==> src/rtl/sipo_word_loader_pkg.sv <==
// Shared constants and types for the serial-to-parallel word loader.
`ifndef SIPO_CNT_W
`define SIPO_CNT_W(w) ($clog2(w))
`endif

package sipo_word_loader_pkg;

  // Default word width: matches the 4-bit enable register this block feeds.
  localparam int DEFAULT_WIDTH = 4;

  // Bit-order encodings for the MSB_FIRST parameter.
  localparam bit MSB_FIRST_EN = 1'b1;
  localparam bit LSB_FIRST_EN = 1'b0;

  // Control state, decoded from (pend, bit_cnt).
  typedef enum logic [1:0] {
    ST_IDLE  = 2'd0,
    ST_SHIFT = 2'd1,
    ST_PEND  = 2'd2
  } state_e;

endpackage

==> src/rtl/sipo_word_loader_shift_reg.sv <==
// Serial shift register: shifts one bit per enable, or restarts with a single bit.
module sipo_shift_reg
  import sipo_word_loader_pkg::*;
#(
  parameter int WIDTH     = DEFAULT_WIDTH,
  parameter bit MSB_FIRST = MSB_FIRST_EN
) (
  input  logic             clk,
  input  logic             reset,
  input  logic             shift_en,
  input  logic             clear_load,
  input  logic             bit_in,
  output logic [WIDTH-1:0] q
);

  logic [WIDTH-1:0] shifted;
  logic [WIDTH-1:0] fresh;

  // Bit order only changes which end the new bit enters from.
  generate
    if (MSB_FIRST == MSB_FIRST_EN) begin : g_msb
      assign shifted = {q[WIDTH-2:0], bit_in};
      assign fresh   = {{(WIDTH-1){1'b0}}, bit_in};
    end else begin : g_lsb
      assign shifted = {bit_in, q[WIDTH-1:1]};
      assign fresh   = {bit_in, {(WIDTH-1){1'b0}}};
    end
  endgenerate

  // Restart wins over a normal shift so a resync discards all older bits.
  always_ff @(posedge clk or posedge reset) begin
    if (reset) begin
      q <= '0;
    end else if (clear_load) begin
      q <= fresh;
    end else if (shift_en) begin
      q <= shifted;
    end
  end

endmodule

==> src/rtl/sipo_word_loader.sv <==
// Serial-to-parallel word loader: assembles WIDTH-bit words from a bit stream
// and strobes each finished word into a downstream enable register.
module sipo_word_loader
  import sipo_word_loader_pkg::*;
#(
  parameter int WIDTH     = DEFAULT_WIDTH,
  parameter bit MSB_FIRST = MSB_FIRST_EN
) (
  input  logic             clk,
  input  logic             reset,
  input  logic             serial_in,
  input  logic             serial_valid,
  input  logic             serial_start,
  output logic             serial_ready,
  input  logic             hold,
  output logic [WIDTH-1:0] data_out,
  output logic             load,
  output logic             frame_err
);

  localparam int CNT_W = `SIPO_CNT_W(WIDTH);
  localparam logic [CNT_W-1:0] LAST_BIT = CNT_W'(WIDTH - 1);
  localparam logic [CNT_W-1:0] ONE      = CNT_W'(1);

  logic [CNT_W-1:0] bit_cnt;
  logic [CNT_W-1:0] bit_cnt_next;
  logic             pend;
  logic             pend_next;
  logic [WIDTH-1:0] data_next;
  logic             frame_err_next;
  logic             clear_load;
  logic             acc;
  logic [WIDTH-1:0] shift_q;
  logic [WIDTH-1:0] word_next;
  state_e           state;

  sipo_shift_reg #(
    .WIDTH     (WIDTH),
    .MSB_FIRST (MSB_FIRST)
  ) u_shift (
    .clk        (clk),
    .reset      (reset),
    .shift_en   (acc),
    .clear_load (clear_load),
    .bit_in     (serial_in),
    .q          (shift_q)
  );

  // The completed word must include the bit arriving on the completing edge,
  // so form it here rather than waiting a cycle for the shift register.
  generate
    if (MSB_FIRST == MSB_FIRST_EN) begin : g_word_msb
      assign word_next = {shift_q[WIDTH-2:0], serial_in};
    end else begin : g_word_lsb
      assign word_next = {serial_in, shift_q[WIDTH-1:1]};
    end
  endgenerate

  assign acc = serial_valid & serial_ready;

  // Control state is fully described by pend and bit_cnt.
  always_comb begin
    if (pend) begin
      state = ST_PEND;
    end else if (bit_cnt != '0) begin
      state = ST_SHIFT;
    end else begin
      state = ST_IDLE;
    end
  end

  // State register: counter, pending flag, output word and error pulse.
  always_ff @(posedge clk or posedge reset) begin
    if (reset) begin
      bit_cnt   <= '0;
      pend      <= 1'b0;
      data_out  <= '0;
      frame_err <= 1'b0;
    end else begin
      bit_cnt   <= bit_cnt_next;
      pend      <= pend_next;
      data_out  <= data_next;
      frame_err <= frame_err_next;
    end
  end

  // Next-state logic: a completing word sets pend after the load clears it,
  // so a release and a new completion on the same edge leave pend high.
  always_comb begin
    bit_cnt_next   = bit_cnt;
    pend_next      = pend;
    data_next      = data_out;
    frame_err_next = 1'b0;
    clear_load     = 1'b0;
    if (load) begin
      pend_next = 1'b0;
    end
    if (acc) begin
      if (serial_start) begin
        bit_cnt_next   = ONE;
        clear_load     = 1'b1;
        frame_err_next = (bit_cnt != '0);
      end else if (bit_cnt == LAST_BIT) begin
        bit_cnt_next = '0;
        pend_next    = 1'b1;
        data_next    = word_next;
      end else begin
        bit_cnt_next = bit_cnt + ONE;
      end
    end
  end

  // Handshake outputs: bits stall only while a word waits on hold.
  always_comb begin
    serial_ready = ~reset & ((state != ST_PEND) | ~hold);
    load         = ~reset & (state == ST_PEND) & ~hold;
  end

endmodule
==> config.mk <==
export PLATFORM = sky130hd
export DESIGN_NAME = sipo_word_loader
export DESIGN_NICKNAME = d
export VERILOG_FILES = /design/src/rtl/sipo_word_loader_pkg.sv /design/src/rtl/sipo_word_loader_shift_reg.sv /design/src/rtl/sipo_word_loader.sv
export SDC_FILE = /design/constraint.sdc
export NUM_CORES = 1
export LEC_CHECK = 0
export CAP_MARGIN = 20
export CORE_MARGIN = 2
export CORE_UTILIZATION = 32
export CTS_BUF_LIST = sky130_fd_sc_hd__clkbuf_4 sky130_fd_sc_hd__clkbuf_8
export DETAILED_ROUTE_END_ITERATION = 8
export PLACE_DENSITY_LB_ADDON = 0.25
export SLEW_MARGIN = 25
export SYNTH_ARGS = -nofsm -noshare
export SYNTH_HDL_FRONTEND = slang
export SYNTH_SLANG_ARGS = --single-unit
==> constraint.sdc <==
create_clock -name clk -period 1.2 [get_ports clk]
set_input_delay 0.24 -clock clk [delete_from_list [all_inputs] [get_ports clk]]
set_output_delay 0.24 -clock clk [all_outputs]
set_load 0.05 [all_outputs]
==> impl_metrics.py, run 1 <==
metrics = {
    "final_layout": {
        "area.sequential_sq_um": 277,
        "area_delta_synth_final_pct": 61.4,
        "drive_gt1_share_pct": 51.6,
        "finish.utilization_pct": 56.1,
        "final_net_count": 71,
        "multi_input_area_sq_um": 279,
        "n_antenna_cell": 0,
        "layout.filler_cells": 135,
    },
    "global_routing": {
        "grt_pass1_vias": 384,
        "grt_antenna_before_repair": 0,
        "grt_pass1_wl_microns": 1700,
        "grt_max_degree": 7,
        "grt.total_usage_pct": 12.1,
        "gr-total-overflow": 0,
    },
    "floorplanning": {
        "die_area_sq_um": 2020,
        "die_h_microns": 44.9,
        "chipWidth_microns": 44.9,
        "rows": 14,
        "core_sq_um": 1540,
        "start_util_pct": 34.7,
        "io_pins": 13,
    },
    "clock_network": {
        "cts_sinks": 11,
        "clock-root-buffer": "clkbuf_4",
        "cts_tree": "built",
        "cts_hold_buf": 0,
        "clkTransAtPathRegs_ns": 0.07,
        "clock_latency_ns": 0.26,
        "htree_num_levels": 1,
        "cts_max_path_buffers": 2,
        "cts_buffers": 3,
    },
    "pwr": {
        "leakagePower_nw": 0.419,
        "total_power_mw": 1.74,
        "powerDensity_nw_per_um2": 2020,
        "peakVddDrop_mv": 1.03,
    },
    "synth": {
        "synth_nets": 46,
        "synth_seq_area_share_pct": 51.4,
        "yosys.cell_types.count": 19,
        "synth_warnings": 0,
        "postSynthAreaPerCell_sq_um": 14.1,
        "ys_ff_latch": 11,
        "synthesis.area_sq_um": 536,
        "netlist_instances": 38,
    },
    "critical_path": {
        "crit_chain": "nor3b_4 > buf_12",
        "required_ns": 0.96,
        "crit_slowest_cell": "dfrtp_2",
        "crit_type": "reg -> out",
        "slowest_delay_ns": 0.41,
        "cp-end-kind": "output port",
        "path_max_fanout": 4,
        "critPathArrivalTime_ns": 1.08,
        "start_kind": "flop",
    },
    "placement": {
        "gp_congestion": 0.706,
        "hpwl_microns": 748,
        "portBuffers": 12,
    },
    "timing": {
        "setup_viol": 6,
        "max_freq_mhz": 760,
        "slew_violations": 0,
        "hold_viol_final": 0,
        "fin_ws_ns": -0.115,
        "slew_headroom_pct": 83.9,
        "fin_skew_ns": 0.000542,
        "fin_crit_sh_pct": 110,
        "hold_ws_ns": 0.241,
        "rsz0062_at_grt": "yes",
        "post-route-min-period_ns": 1.32,
        "worst_pin_slew_ns": 0.241,
    },
    "route": {
        "dr.first_iter.drc_count": 1,
        "routed_wl_microns": 942,
        "viasPerCell": 4.72,
        "first_pass_iters": 4,
        "vias": 368,
        "antenna_left": 0,
        "wl_per_cell_microns": 12.1,
        "drc_errors": 0,
    },
    "worst_hold_path": {
        "hold_path.class": "in -> async",
    },
    "outcome": {
        "status": "finished, violations left",
        "violations": "negative setup slack",
    },
    "flow_run": {
        "maxCapViolations": 0,
    },
}
## registers in the layout, summed over array words and instances, names as in the netlist
register	count
data_out	4
u_shift.q	3
bit_cnt	2
frame_err	1
pend	1
## placed cells by master (no fill, tap or decap), types with 2 or more instances in the layout
master,instances
dlygate4sd2_1,2
and2b_1,2
inv_1,2
mux2_1,3
clkdlybuf4s50_1,3
dfrtp_1,10
mux2_4,4
buf_12,7
clkbuf_4,4
buf_4,8
ha_1,2
## cell usage after synthesis
master / count / share of area, %
nand2_1: 1 / 0.70
nand3_2: 1 / 1.9
dfrtp_1: 11 / 51
nand4_4: 1 / 4.0
mux2_2: 1 / 2.1
nand2_2: 1 / 1.2
ha_1: 2 / 4.7
and2b_1: 2 / 2.8
nor2b_4: 1 / 2.6
nand2b_1: 1 / 1.2
inv_1: 2 / 1.4
mux2i_1: 1 / 1.9
mux2_1: 3 / 6.3
o21ai_0: 1 / 0.93
mux2_4: 4 / 11
inv_2: 1 / 0.70
a21oi_1: 1 / 0.93
o21bai_1: 1 / 1.4
nor3b_1: 2 / 2.8
## cell type report
class | instances | area share, %
Timing Repair Buffer | 20 | 28.7
Clock buffer | 4 | 3.47
Multi-Input combinational cell | 24 | 32.3
Sequential cell | 11 | 32.0
Tap cell | 16 | 2.32
Inverter | 3 | 1.30
## final timing paths
kind | startpoint | to | slack, ns | cells after the start
setup / recovery | pend | load | -0.12 | 2
hold / removal | reset | bit_cnt[0] | 0.24 | 3
setup reg to reg | bit_cnt[1] | data_out[3] | -0.07 | 4
hold reg to reg | u_shift.q[2] | data_out[3] | 0.51 | 1
max in group asynchronous | reset | pend | 0.83 | 3
min in group clk | reset | pend | 0.50 | 3
## routing by layer
| metal | up-vias | share of wire (%) | track usage, % | wire length [microns] |
|---|---|---|---|---|
| met3 | 2 | 3.8 | 3.60 | 36 |
| met1 | 177 | 44 | 15.2 | 413 |
| met2 | 8 | 51 | 19.1 | 478 |
| li1 | 181 | - | - | - |
| met5 | - | 0 | 0 | 0 |
| met4 | 0 | 1.5 | 5.29 | 14 |
## logic make-up (layout without fill, tap and decap cells)
logic type | after synthesis | count (layout) | share of synthesized area [%]
multiplexers | 9 | 9 | 21.5
buffers and inverters | 3 | 27 | 2.10
adder cells (fa/ha/maj) | 2 | 2 | 4.67
AO/OA/AOI/OAI | 3 | 3 | 3.27
AND/OR/NAND/NOR | 10 | 10 | 17.1
flip-flops | 11 | 11 | 51.4
## metrics by stage
| stage | TNS, ns | std cells | setup WS, ns | area [sq um] |
|---|---|---|---|---|
| floorplan | -0.306 | 38 | -0.0935 | 544 |
| global placement | -3.42 | 73 | -0.309 | 807 |
| detailed placement | -3.59 | 73 | -0.338 | 807 |
| CTS | -0.616 | 77 | -0.181 | 856 |
| global route | -0.807 | 78 | -0.167 | 865 |
| finish | -0.457 | 78 | -0.115 | 865 |
## repair_timing
| item | 4_1_cts | 5_1_grt |
|---|---|---|
| pin swaps | 1 | 0 |
| hold endpoints to repair | 0 | 0 |
| buffers inserted | 0 | 1 |
| setup endpoints to repair | 10 | 10 |
| gates resized for setup | 5 | 1 |
## worst max-delay path, delay by kind of cell, from the launching register on
family / cells / cell delay, ns
DFF: 1 / 0.41
and+or+nand+nor: 1 / 0.23
buffers and inverters: 1 / 0.16
## power breakdown
group | switching, mW | total [mW] | internal [mW]
registers | 0.110 | 0.601 | 0.490
clock network | 0.121 | 0.272 | 0.151
logic | 0.391 | 0.869 | 0.478
total | 0.623 | 1.74 | 1.12
No activity file was read; power rests on OpenSTA's default activity.
==> run 2: changes to the inputs <==
--- a/config.mk
+++ b/config.mk
@@ -6,10 +6,10 @@
 export NUM_CORES = 1
 export LEC_CHECK = 0
 export CAP_MARGIN = 20
-export CORE_MARGIN = 2
-export CORE_UTILIZATION = 32
+export CORE_AREA = 2 2 39 41
 export CTS_BUF_LIST = sky130_fd_sc_hd__clkbuf_4 sky130_fd_sc_hd__clkbuf_8
 export DETAILED_ROUTE_END_ITERATION = 8
+export DIE_AREA = 0 0 41 43
 export PLACE_DENSITY_LB_ADDON = 0.25
 export SLEW_MARGIN = 25
 export SYNTH_ARGS = -nofsm -noshare
==> constraint.sdc (replaced) <==
create_clock -name clk -period 1.2 [get_ports clk]
set_input_delay 0.24 -clock clk [delete_from_list [all_inputs] [get_ports clk]]
set_output_delay 0.24 -clock clk [all_outputs]
set_load 0.01 [all_outputs]
==> run 2 against run 1 <==
  * The run still ends with negative setup slack left
  * Utilization rose by 1.3 points
  * Clock power grew 3%
  * Count of clock-buffer cells in the layout unchanged
  * Clock skew rose by 0.0049 ns
  * Hold slack improved by 0.038 ns
  * Non-clock buffer count grew 1
  * Global-route usage rose by 1.5 points
  * First-iteration DRC count grew to 3.0 times the previous value
  * Flip-flop and latch count unchanged
  * Sequential power fell by 7.5%
  * Routed wire length rose by 2.8%
==> impl_metrics.py, run 2 (synthesized netlist as in run 1, its figures left out) <==
metrics = {
    "final_layout": {
        "stdcell_area_sq_um": 795,
        "final_net_count": 72,
        "n_antenna_cell": 0,
        "instances_no_fill": 79,
        "layout.filler_cells": 134,
        "multi_input_area_sq_um": 280,
        "largest_reg_flops": 4,
        "drive_gt1_share_pct": 47.6,
        "final_cell_mix": "11 x dfrtp_1, 8 x buf_4, 7 x mux2_4",
        "final_common_cell": "dfrtp_1",
        "area_delta_synth_final_pct": 48.4,
        "top_register": "data_out",
        "reg.largest.list": "data_out (4), u_shift.q (3), bit_cnt (2)",
        "area.sequential_sq_um": 275,
        "finish.utilization_pct": 57.4,
    },
    "floorplanning": {
        "die_area_sq_um": 1760,
        "io_pins": 13,
        "start_util_pct": 38.7,
        "core_sq_um": 1380,
        "chipWidth_microns": 41,
        "rows": 14,
        "die_h_microns": 43,
    },
    "pwr": {
        "total_power_mw": 1.38,
        "leakagePower_nw": 0.422,
        "powerDensity_nw_per_um2": 1740,
        "peakVddDrop_mv": 0.778,
    },
    "route": {
        "vias": 362,
        "viasPerCell": 4.58,
        "dr.first_iter.drc_count": 3,
        "antenna_left": 0,
        "wl_per_cell_microns": 12.3,
        "drc_errors": 0,
        "routed_wl_microns": 968,
        "first_pass_iters": 2,
    },
    "placement": {
        "dpl_cell_area_sq_um": 736,
        "place_ws_ns": -0.495,
        "placed_cells": 74,
        "hpwl_microns": 729,
        "gp_congestion": 0.662,
        "portBuffers": 12,
    },
    "outcome": {
        "violations": "negative setup slack",
        "status": "finished, violations left",
    },
    "clock_network": {
        "clock_latency_ns": 0.26,
        "cts_tree": "built",
        "clock-root-buffer": "clkbuf_4",
        "cts_hold_buf": 0,
        "cts_max_path_buffers": 2,
        "clkTransAtPathRegs_ns": 0.08,
        "htree_num_levels": 1,
        "cts_buffers": 3,
        "cts_sinks": 11,
    },
    "global_routing": {
        "grt_pass1_wl_microns": 1590,
        "grt.total_usage_pct": 13.5,
        "grt_pass1_vias": 389,
        "grt_antenna_before_repair": 0,
        "gr-total-overflow": 0,
        "grt_max_degree": 9,
    },
    "critical_path": {
        "crit_family": "flip-flops",
        "crit_slowest_cell": "dfrtp_1",
        "required_ns": 1.35,
        "crit_chain": "ha_2 > nor2b_4 > nand4_4 > mux2_4",
        "slowest_delay_ns": 0.36,
        "critPathBufInv": 0,
        "start_kind": "flop",
        "cp-end-kind": "flop",
        "path_max_fanout": 5,
        "critPathArrivalTime_ns": 1.41,
        "crit_type": "reg -> reg",
    },
    "worst_hold_path": {
        "hold_path.class": "in -> async",
    },
    "flow_run": {
        "maxCapViolations": 0,
    },
    "timing": {
        "fin_crit_sh_pct": 106,
        "slew_violations": 0,
        "max_freq_mhz": 790,
        "hold_ws_ns": 0.279,
        "worst_pin_slew_ns": 0.223,
        "post-route-min-period_ns": 1.27,
        "fin_skew_ns": 0.00546,
        "fin_tns_setup_ns": -0.235,
        "fin_ws_ns": -0.0662,
        "hold_viol_final": 0,
        "setup_viol": 5,
        "rsz0062_at_grt": "yes",
        "slew_headroom_pct": 85.1,
    },
}
run 2: per-layer routing:
layer,global-route usage [%],wire [microns]
met1,16.1,441
met2,21.9,468
met3,3.14,49
met4,6.00,8
met5,0,0
run 2: final timing paths:
| kind | from | slack [ns] | depth (start not counted) | end |
|---|---|---|---|---|
| min reg2reg | u_shift.q[2] | 0.52 | 1 | u_shift.q[2] |
| max reg2reg | bit_cnt[0] | -0.07 | 4 | data_out[3] |
| max | bit_cnt[0] | -0.07 | 4 | data_out[3] |
| max in group asynchronous | reset | 0.77 | 4 | data_out[1] |
| min in group clk | u_shift.q[2] | 0.52 | 1 | u_shift.q[2] |
| min | reset | 0.28 | 4 | frame_err |
run 2: where the power goes:
| part | internal, mW | leakage [nW] | switching [mW] |
|---|---|---|---|
| clock | 0.151 | 0.0184 | 0.128 |
| combinational | 0.348 | 0.262 | 0.197 |
| sequential | 0.488 | 0.141 | 0.0681 |
| total | 0.987 | 0.422 | 0.393 |
run 2: final cells by class:
type | count | area share (%)
well taps | 16 | 2.52
clock buffers | 4 | 3.78
flip-flops and latches | 11 | 34.6
inverters | 3 | 1.73
multi-input cells | 24 | 35.3
repair buffers | 21 | 22.0
run 2: timing repair:
item / 4_1_cts / 5_1_grt
setup endpoints to repair: 17 / 13
pin swaps: 1 / 1
endpoints found under the hold margin: 0 / 0
resized for setup: 19 / 7
buffers inserted: 0 / 1
run 2: tightest hold or removal path: stages:
cell           delay (ns)
dlygate4sd2_1        0.27
buf_4                0.15
inv_4                0.08
buf_4                0.13
==> run 3: changes to the inputs <==
--- a/config.mk
+++ b/config.mk
@@ -10,7 +10,8 @@
 export CTS_BUF_LIST = sky130_fd_sc_hd__clkbuf_4 sky130_fd_sc_hd__clkbuf_8
 export DETAILED_ROUTE_END_ITERATION = 8
 export DIE_AREA = 0 0 41 43
-export PLACE_DENSITY_LB_ADDON = 0.25
+export PLACE_DENSITY = 0.7
+export SETUP_SLACK_MARGIN = 0.1
 export SLEW_MARGIN = 25
 export SYNTH_ARGS = -nofsm -noshare
 export SYNTH_HDL_FRONTEND = slang
==> run 3 against run 2 <==
  * Sequential power is essentially flat
  * The run still ends with negative setup slack left
  * Clock skew decreased by 0.0025 ns
  * Fmax decreased by 1.6%
  * First-iteration DRC count fell by 100%
  * Non-clock buffer count grew 6
==> impl_metrics.py, run 3 (synthesized netlist as in run 1, its figures left out) <==
metrics = {
    "placement": {
        "dpl_cell_area_sq_um": 743,
        "gp_congestion": 0.656,
        "portBuffers": 12,
    },
    "route": {
        "viasPerCell": 4.60,
        "dr.first_iter.drc_count": 0,
        "routed_wl_microns": 1100,
        "vias": 391,
        "antenna_left": 0,
        "wl_per_cell_microns": 13.0,
        "first_pass_iters": 1,
        "drc_errors": 0,
    },
    "pwr": {
        "peakVddDrop_mv": 0.660,
        "leakagePower_nw": 0.451,
        "total_power_mw": 1.50,
        "powerDensity_nw_per_um2": 1800,
    },
    "critical_path": {
        "timing.rr.end": "data_out[2]",
        "critPathBufInv": 0,
        "required_ns": 1.35,
        "crit_family": "flip-flops",
        "crit_slowest_cell": "dfrtp_1",
        "slowest_delay_ns": 0.37,
        "crit_chain": "ha_2 > nor2b_4 > nand4_4 > mux2_4",
        "path_max_fanout": 5,
        "reg2reg_depth": 4,
        "rrSetupSlack_ns": -0.09,
        "cp-end-kind": "flop",
        "cp.depth": 4,
        "critPathArrivalTime_ns": 1.44,
        "start_kind": "flop",
        "reg2reg_from": "bit_cnt[0]",
        "crit_path_end": "data_out[2]",
        "crit_start": "bit_cnt[0]",
        "crit_type": "reg -> reg",
    },
    "clock_network": {
        "htree_num_levels": 1,
        "clock_latency_ns": 0.26,
        "cts_tree": "built",
        "cts_sinks": 11,
        "clock-root-buffer": "clkbuf_4",
        "cts_buffers": 3,
        "clkTransAtPathRegs_ns": 0.07,
        "cts_max_path_buffers": 2,
        "cts_hold_buf": 0,
    },
    "final_layout": {
        "area.sequential_sq_um": 275,
        "multi_input_area_sq_um": 293,
        "top_register": "data_out",
        "final_cell_mix": "13 x buf_4, 11 x dfrtp_1, 8 x mux2_4",
        "final_common_cell": "buf_4",
        "reg.largest.list": "data_out (4), u_shift.q (3), bit_cnt (2)",
        "drive_gt1_share_pct": 65.2,
        "final_net_count": 78,
        "stdcell_area_sq_um": 833,
        "area_delta_synth_final_pct": 55.6,
        "n_antenna_cell": 0,
        "largest_reg_flops": 4,
        "layout.filler_cells": 132,
    },
    "timing": {
        "slew_violations": 0,
        "fin_tns_setup_ns": -0.359,
        "max_freq_mhz": 777,
        "hold_viol_final": 0,
        "setup_viol": 5,
        "fin_skew_ns": 0.00292,
        "rsz0062_at_grt": "yes",
        "slew_headroom_pct": 85.5,
        "worst_pin_slew_ns": 0.217,
        "post-route-min-period_ns": 1.29,
        "fin_ws_ns": -0.0867,
        "fin_crit_sh_pct": 107,
    },
    "floorplanning": {
        "rows": 14,
        "io_pins": 13,
        "die_area_sq_um": 1760,
        "start_util_pct": 38.7,
        "core_sq_um": 1380,
        "chipWidth_microns": 41,
        "die_h_microns": 43,
    },
    "global_routing": {
        "grt_max_degree": 9,
        "gr-total-overflow": 0,
        "grt_pass1_wl_microns": 1840,
        "grt.total_usage_pct": 16.2,
        "grt_antenna_before_repair": 0,
        "grt_pass1_vias": 428,
    },
    "outcome": {
        "violations": "negative setup slack",
        "status": "finished, violations left",
    },
    "flow_run": {
        "maxCapViolations": 0,
    },
    "worst_hold_path": {
        "hold_path.class": "in -> async",
    },
}
-- run 3: cell count changes in the layout (fill, tap and decap cells not counted), sizes merged --
cell	delta
clkdlybuf4s15	-2
clkdlybuf4s50	-1
buf	+10
dlygate4sd2	-2
clkbuf	+1
-- run 3: power breakdown --
| group | internal, mW | switching (mW) |
|---|---|---|
| Combinational | 0.426 | 0.243 |
| Sequential | 0.488 | 0.0686 |
| Clock | 0.151 | 0.121 |
| Total | 1.07 | 0.432 |
-- run 3: cell type report --
class,count,share of cell area [%]
multi-input combinational,24,35.1
tap,16,2.40
timing repair buffer,27,24.2
inverter,3,1.65
clock buffer,4,3.60
sequential,11,33.0
-- run 3: tightest hold or removal path: stages --
cell	delay [ns]
dlygate4sd2_1	0.27
buf_4	0.15
inv_4	0.08
buf_4	0.13
-- run 3: repair_timing --
action | 4_1_cts | 5_1_grt
pin swaps | 4 | 1
setup endpoints to repair | 17 | 13
buffers inserted | 4 | 2
gates resized for setup | 41 | 4
-- run 3: worst min path at each step --
stage / end / slack [ns]
after floorplan: bit_cnt[0] / 0.06
after global placement: data_out[3] / 0.49
after detailed placement: data_out[3] / 0.50
after CTS: bit_cnt[0] / 0.26
after global routing: bit_cnt[0] / 0.28
final: bit_cnt[0] / 0.28
-- run 3: per-stage QoR --
stage / cells / utilization (%) / worst slack, ns / hold WS (ns)
final: 85 / 60.2 / -0.0867 / 0.282
after global routing: 85 / 60.2 / -0.160 / 0.282
after CTS: 83 / 59.2 / -0.0880 / 0.261
after detailed placement: 75 / 53.7 / -0.522 / 0.498
after global placement: 75 / 53.7 / -0.469 / 0.487
after floorplan: 38 / - / -0.0532 / 0.0558
-- run 3: routing by layer --
metal / wire length, microns / GRT usage [%]
met1: 441 / 18.1
met2: 585 / 25.3
met3: 59 / 3.14
met4: 14 / 12.0
met5: 0 / 0
